## src/rtl/rom_async_if.sv

```systemverilog
// Read bus for the 64x4 constant lookup table: enable, address and read data.
interface rom_async_if;
    logic       en;
    logic [5:0] addr;
    logic [3:0] dout;

    // Master drives the lookup request and receives the word.
    modport master (
        output en,
        output addr,
        input  dout
    );

    // Slave is the table itself.
    modport slave (
        input  en,
        input  addr,
        output dout
    );
endinterface

```

## src/rtl/rom_async.sv

```systemverilog
// 64-word x 4-bit constant lookup table with a zero-latency read path.
// While enabled the output follows the address combinationally; while
// disabled it shows the last word captured on a clock edge with en=1.
module rom_async (
    input  logic       clk,
    input  logic       rst_n,
    rom_async_if.slave bus
);

    logic [3:0] word;
    logic [3:0] hold_q;

    // Constant table: word[a] = a[3:0] ^ {2'b00, a[5:4]}.
    // Default is X so an unknown address propagates rather than aliasing.
    always_comb begin
        word = 4'bxxxx;
        case (bus.addr)
            6'd0:  word = 4'h0;  6'd1:  word = 4'h1;  6'd2:  word = 4'h2;  6'd3:  word = 4'h3;
            6'd4:  word = 4'h4;  6'd5:  word = 4'h5;  6'd6:  word = 4'h6;  6'd7:  word = 4'h7;
            6'd8:  word = 4'h8;  6'd9:  word = 4'h9;  6'd10: word = 4'ha;  6'd11: word = 4'hb;
            6'd12: word = 4'hc;  6'd13: word = 4'hd;  6'd14: word = 4'he;  6'd15: word = 4'hf;
            6'd16: word = 4'h1;  6'd17: word = 4'h0;  6'd18: word = 4'h3;  6'd19: word = 4'h2;
            6'd20: word = 4'h5;  6'd21: word = 4'h4;  6'd22: word = 4'h7;  6'd23: word = 4'h6;
            6'd24: word = 4'h9;  6'd25: word = 4'h8;  6'd26: word = 4'hb;  6'd27: word = 4'ha;
            6'd28: word = 4'hd;  6'd29: word = 4'hc;  6'd30: word = 4'hf;  6'd31: word = 4'he;
            6'd32: word = 4'h2;  6'd33: word = 4'h3;  6'd34: word = 4'h0;  6'd35: word = 4'h1;
            6'd36: word = 4'h6;  6'd37: word = 4'h7;  6'd38: word = 4'h4;  6'd39: word = 4'h5;
            6'd40: word = 4'ha;  6'd41: word = 4'hb;  6'd42: word = 4'h8;  6'd43: word = 4'h9;
            6'd44: word = 4'he;  6'd45: word = 4'hf;  6'd46: word = 4'hc;  6'd47: word = 4'hd;
            6'd48: word = 4'h3;  6'd49: word = 4'h2;  6'd50: word = 4'h1;  6'd51: word = 4'h0;
            6'd52: word = 4'h7;  6'd53: word = 4'h6;  6'd54: word = 4'h5;  6'd55: word = 4'h4;
            6'd56: word = 4'hb;  6'd57: word = 4'ha;  6'd58: word = 4'h9;  6'd59: word = 4'h8;
            6'd60: word = 4'hf;  6'd61: word = 4'he;  6'd62: word = 4'hd;  6'd63: word = 4'hc;
            default: word = 4'bxxxx;
        endcase
    end

    // Hold register: captures the live word on enabled edges, clears asynchronously.
    always_ff @(posedge clk or negedge rst_n) begin
        if (!rst_n) begin
            hold_q <= 4'b0000;
        end else if (bus.en) begin
            hold_q <= word;
        end
    end

    // Output mux: reset does not gate the live path.
    always_comb begin
        bus.dout = bus.en ? word : hold_q;
    end

endmodule

```

## src/flat_wrapper.sv

```systemverilog
// flat-port wrapper written by rule: the top's interface ports become plain ports
module rom_async_flat 
  (clk, rst_n, bus_en, bus_addr, bus_dout);
  rom_async_if bus_i ();
  input  logic clk;
  input  logic rst_n;
  input wire logic [$bits(bus_i.en)-1:0] bus_en;
  input wire logic [$bits(bus_i.addr)-1:0] bus_addr;
  output wire logic [$bits(bus_i.dout)-1:0] bus_dout;
  assign bus_i.en = bus_en;
  assign bus_i.addr = bus_addr;
  assign bus_dout = bus_i.dout;
  rom_async u_core (.clk(clk), .rst_n(rst_n), .bus(bus_i));
endmodule
```

## config.mk

```make
export PLATFORM = sky130hd
export DESIGN_NAME = rom_async_flat
export DESIGN_NICKNAME = d
export VERILOG_FILES = /design/src/rtl/rom_async_if.sv /design/src/rtl/rom_async.sv /design/src/flat_wrapper.sv
export SDC_FILE = /design/constraint.sdc
export NUM_CORES = 1
export LEC_CHECK = 0
export ABC_AREA = 1
export BUFFER_PORTS_ARGS = -buffer_cell sky130_fd_sc_hd__buf_4
export CAP_MARGIN = 30
export CORE_AREA = 5 5 42 44
export CTS_CLUSTER_SIZE = 28
export DETAILED_ROUTE_END_ITERATION = 8
export DIE_AREA = 0 0 47 49
export SLEW_MARGIN = 10
export SYNTH_ARGS = -nofsm -noshare
export SYNTH_HDL_FRONTEND = slang
export SYNTH_SLANG_ARGS = --single-unit
```

## constraint.sdc

```tcl
create_clock -name clk -period 0.87 [get_ports clk]
set_input_delay 0.1305 -clock clk [delete_from_list [all_inputs] [get_ports clk]]
set_output_delay 0.1305 -clock clk [all_outputs]
set_load 0.02 [all_outputs]
```

Word level (Yosys, flattened, before mapping)
Memory sizes are Yosys's and may differ from the RTL's.
Index checks and enable logic that the tools add are counted.
{"block": "op_classes", "n_mux": 1}
{"cell": "two-way mux 4 bit", "n": 1}
{"block": "word_totals", "regBits": 4, "romBits": 256, "output_inout_bits": 4, "memories": 1}
{"name": "(no name shown)", "depth": 64, "width": 4, "read_ports": 1, "rd_clocked_by_memory_dff": 0, "write_ports": 0, "line_no": "rom_async.sv:17", "text": "case (bus.addr)"}

Longest topological paths before layout
An unclocked memory read counts as a cell.
{"block": "depth", "word_depth": 2, "mapped_depth": 4}

Worst setup path before layout
Ideal clock, no wire load.
{"block": "synth_timing", "kind": "flip-flop to flip-flop", "from": "reg, netlist name u_core.hold_q[0]", "to": "reg u_core.hold_q[0]", "setup_time_ps": 175, "arrival_ps": 532, "path_slack_ps": 163, "stages_incl_launch_ff": 3, "period_less_slack_ps": 707, "path_cell_list": "dfrtp_1 nand2_1 nand2_1"}
{"item": "end signal: assignment", "line_no": "rom_async.sv:43", "text": "hold_q <= word;"}
{"item": "end: declaration", "line_no": "rom_async.sv:11", "text": "logic [3:0] hold_q;"}

Final worst setup path
{"block": "layout_timing", "from": "reg u_core.hold_q[1]", "to": "out bus_dout[1]"}
{"block": "layout_between", "elab_chain_len": 1}
{"item": "two-way mux 4 bit"}
{"item": "end: declaration", "line_no": "flat_wrapper.sv:9", "text": "output wire logic [$bits(bus_i.dout)-1:0] bus_dout;"}
Every way passes these cells.

==> reports/metrics.json <==
{
  "status": "finished with violations",
  "violations": "negative setup slack",
  "rsz0062_at_grt": "true",
  "pin_count": 13,
  "gpl.final_weighted_congestion": 0.6034,
  "slew-limit-headroom_pct": 94.54,
  "cts_root_buffer": "clkbuf_4",
  "drtAntennaViolNets": 0,
  "dr_total_vias": 202,
  "worstSetupEndpointType": "primary output",
  "worst_skew_pair.late_latency_ns": 0.23,
  "synth_largest_area_cell": "dfrtp_1",
  "fmax_mhz": 1022,
  "slew_violations": 0,
  "reg2reg_to": "u_core.hold_q[1]",
  "synthesis.area_um2": 181.4,
  "min_from": "bus_addr[2]",
  "initial_antenna_violation_count": 0,
  "final.min_clock_period_ns": 0.9784,
  "largest_reg_flops": 4,
  "drive_gt1_share_pct": 53.49,
  "avgRoutedWirePerCell_um": 8.797,
  "worst-endpoint-required_ns": 0.74,
  "most_used_dff_post_synth": "dfrtp_1",
  "globalRouteTotalUtil_pct": 5.654,
  "finClkSkew_ns": 0,
  "die_area_um2": 2303,
  "cts.sinks": 4,
  "dieHeight_um": 49,
  "final_min_period_over_clock_period_pct": 112.5,
  "holdPathStages": 3,
  "cts.htree.levels": 1,
  "hold_viol": 0,
  "flow.area_growth_from_synthesis_pct": 102.1,
  "floorplan.initialDensity_pct": 12.95,
  "p_per_area_nw_per_um2": 1649,
  "netlist_top_cells_count": "nand2_1 (14), dfrtp_1 (4), inv_1 (4)",
  "timing.max_cap.violations": 0,
  "synthesis.yosys.warnings": 0,
  "detailed_router_s_first_iteration_violation_count": 0,
  "syn_inst": 25,
  "global_route_wire_length_before_repair_um": 848,
  "ys_seq_elements": 4,
  "synth.top_cells.by_area": "dfrtp_1 (55%), nand2_1 (29%), inv_1 (8.3%)",
  "max_flop_register": "u_core.hold_q",
  "core_um2": 1401,
  "synthesis.area_per_instance_um2": 7.257,
  "first_global_vias": 224,
  "tightest_slew_ns": 0.08161,
  "regToRegStartpoint": "u_core.hold_q[1]",
  "detail_route.first_pass.iterations": 1,
  "vdd.ir_drop.worst_v": 0.0003981,
  "fp.dieW_um": 47,
  "mappedNetlistNets": 34,
  "place.port_buffers": 12,
  "timing.reg2reg.setup_slack_ns": 0.15,
  "leakagePower_nw": 0.2074,
  "synth_most_common_cell": "nand2_1",
  "maximum_number_of_pins_on_one_net_before_global_route_repair": 6,
  "synth_sequential_area_ratio_pct": 55.17,
  "post_synth_num_cell_types": 5,
  "worstSetupPathType": "register to primary output",
  "finalWirelength_um": 519,
  "cp_data_arrival_time_ns": 0.85,
  "reg.largest.list": "u_core.hold_q (4)",
  "crit_path_start_kind": "register",
  "final_worst_setup_slack_ns": -0.1084,
  "cts_tree": "built",
  "cts_made_buffers": 3,
  "vias_per_cell": 3.424,
  "drc": 0,
  "diodes": 0,
  "post-synth-top-area-fraction_pct": 55.17,
  "hold_path_class": "input pin to register",
  "timing.hold.worst_endpoint": "u_core.hold_q[2]",
  "final_standard_cell_utilization_of_the_core_pct": 26.16,
  "clk_path_buf_depth": 2,
  "worstPathMaxFanout": 2,
  "report.final.setup_viol": 4,
  "globalRoute.totalOverflow": 0,
  "path_clk_slew_ns": 0.04,
  "rr_worst_depth": 3,
  "synth_async_sr_flop_share_pct": 100.0,
  "synth-edff-count": 0,
  "row_count": 14,
  "setup_total_negative_slack_ns": -0.3889,
  "design.final.nets": 54
}
-- cell families after synthesis --
logic type             synth area share [%]
AND/OR/NAND/NOR                       34.48
buffers and inverters                 10.34
flip-flops                            55.17
-- worst max-delay path by stage --
stage / endpoint / slack (ns) / from
floorplan: u_core.hold_q[0] / 0.16 / u_core.hold_q[0]
global route: bus_dout[0] / -0.16 / u_core.hold_q[0]
finish: bus_dout[1] / -0.11 / u_core.hold_q[1]
global placement: bus_dout[0] / 0.12 / u_core.hold_q[0]
CTS: bus_dout[1] / -0.11 / u_core.hold_q[1]
detailed placement: bus_dout[1] / 0.11 / u_core.hold_q[1]
-- worst max-delay path: stages (launching register included) --
cell and delay, ns:
dfrtp_1 0.36, nand2_1 0.07, nand2_2 0.06, buf_6 0.13
-- metal layers --
metal  vias up  global-route usage, %  wire length (µm)
met5         -                      0                 0
met4         0                  8.295                 0
met3         0                  1.845                28
li1        108                      -                 -
met2         5                  7.692               295
met1        89                  5.111               195
-- final cells by class --
class	instances	area, µm²
sequential	4	100.1
fill	172	1035
clock buffer	3	22.52
timing repair buffer	15	130.1
inverter	5	18.77
tap	16	20.02
multi-input combinational	16	75.07
-- power breakdown --
part / switching [mW] / internal, mW / total (mW)
Sequential: 0.00568 / 0.205 / 0.211
Combinational: 0.0763 / 0.0873 / 0.164
Clock: 0.0760 / 0.154 / 0.230
-- what timing repair did --
item,4_1_cts,5_1_grt
resized for setup,8,1
hold endpoints to repair,4,0
setup buffers,2,0
hold buffers,1,0
endpoints found under the setup margin,4,4
pin swaps,6,0
-- layout by cell type (no fill, tap or decap) --
master         Yosys  routed
buf_6              0       4
nand2_2            0       5
dfrtp_1            4       4
clkbuf_4           0       3
dlygate4sd3_1      0       1
nand3_1            2       2
buf_4              0      10
inv_1              4       4
inv_2              1       1
nand2_1           14       9
-- per-stage QoR --
stage / area [µm²] / cells / setup slack [ns] / total power, mW / hold WS (ns)
floorplan: 181.4 / 25 / 0.1635 / 0.2657 / -0.1651
global placement: 291.5 / 53 / 0.1201 / 0.3352 / -0.06994
detailed placement: 291.5 / 53 / 0.1110 / 0.3367 / -0.07032
CTS: 364.1 / 59 / -0.1115 / 0.6149 / 0.1275
global route: 366.6 / 59 / -0.1566 / 0.6449 / 0.1421
finish: 366.6 / 59 / -0.1084 / 0.6046 / 0.1346
Note: power is estimated with default switching activity, not from simulation.
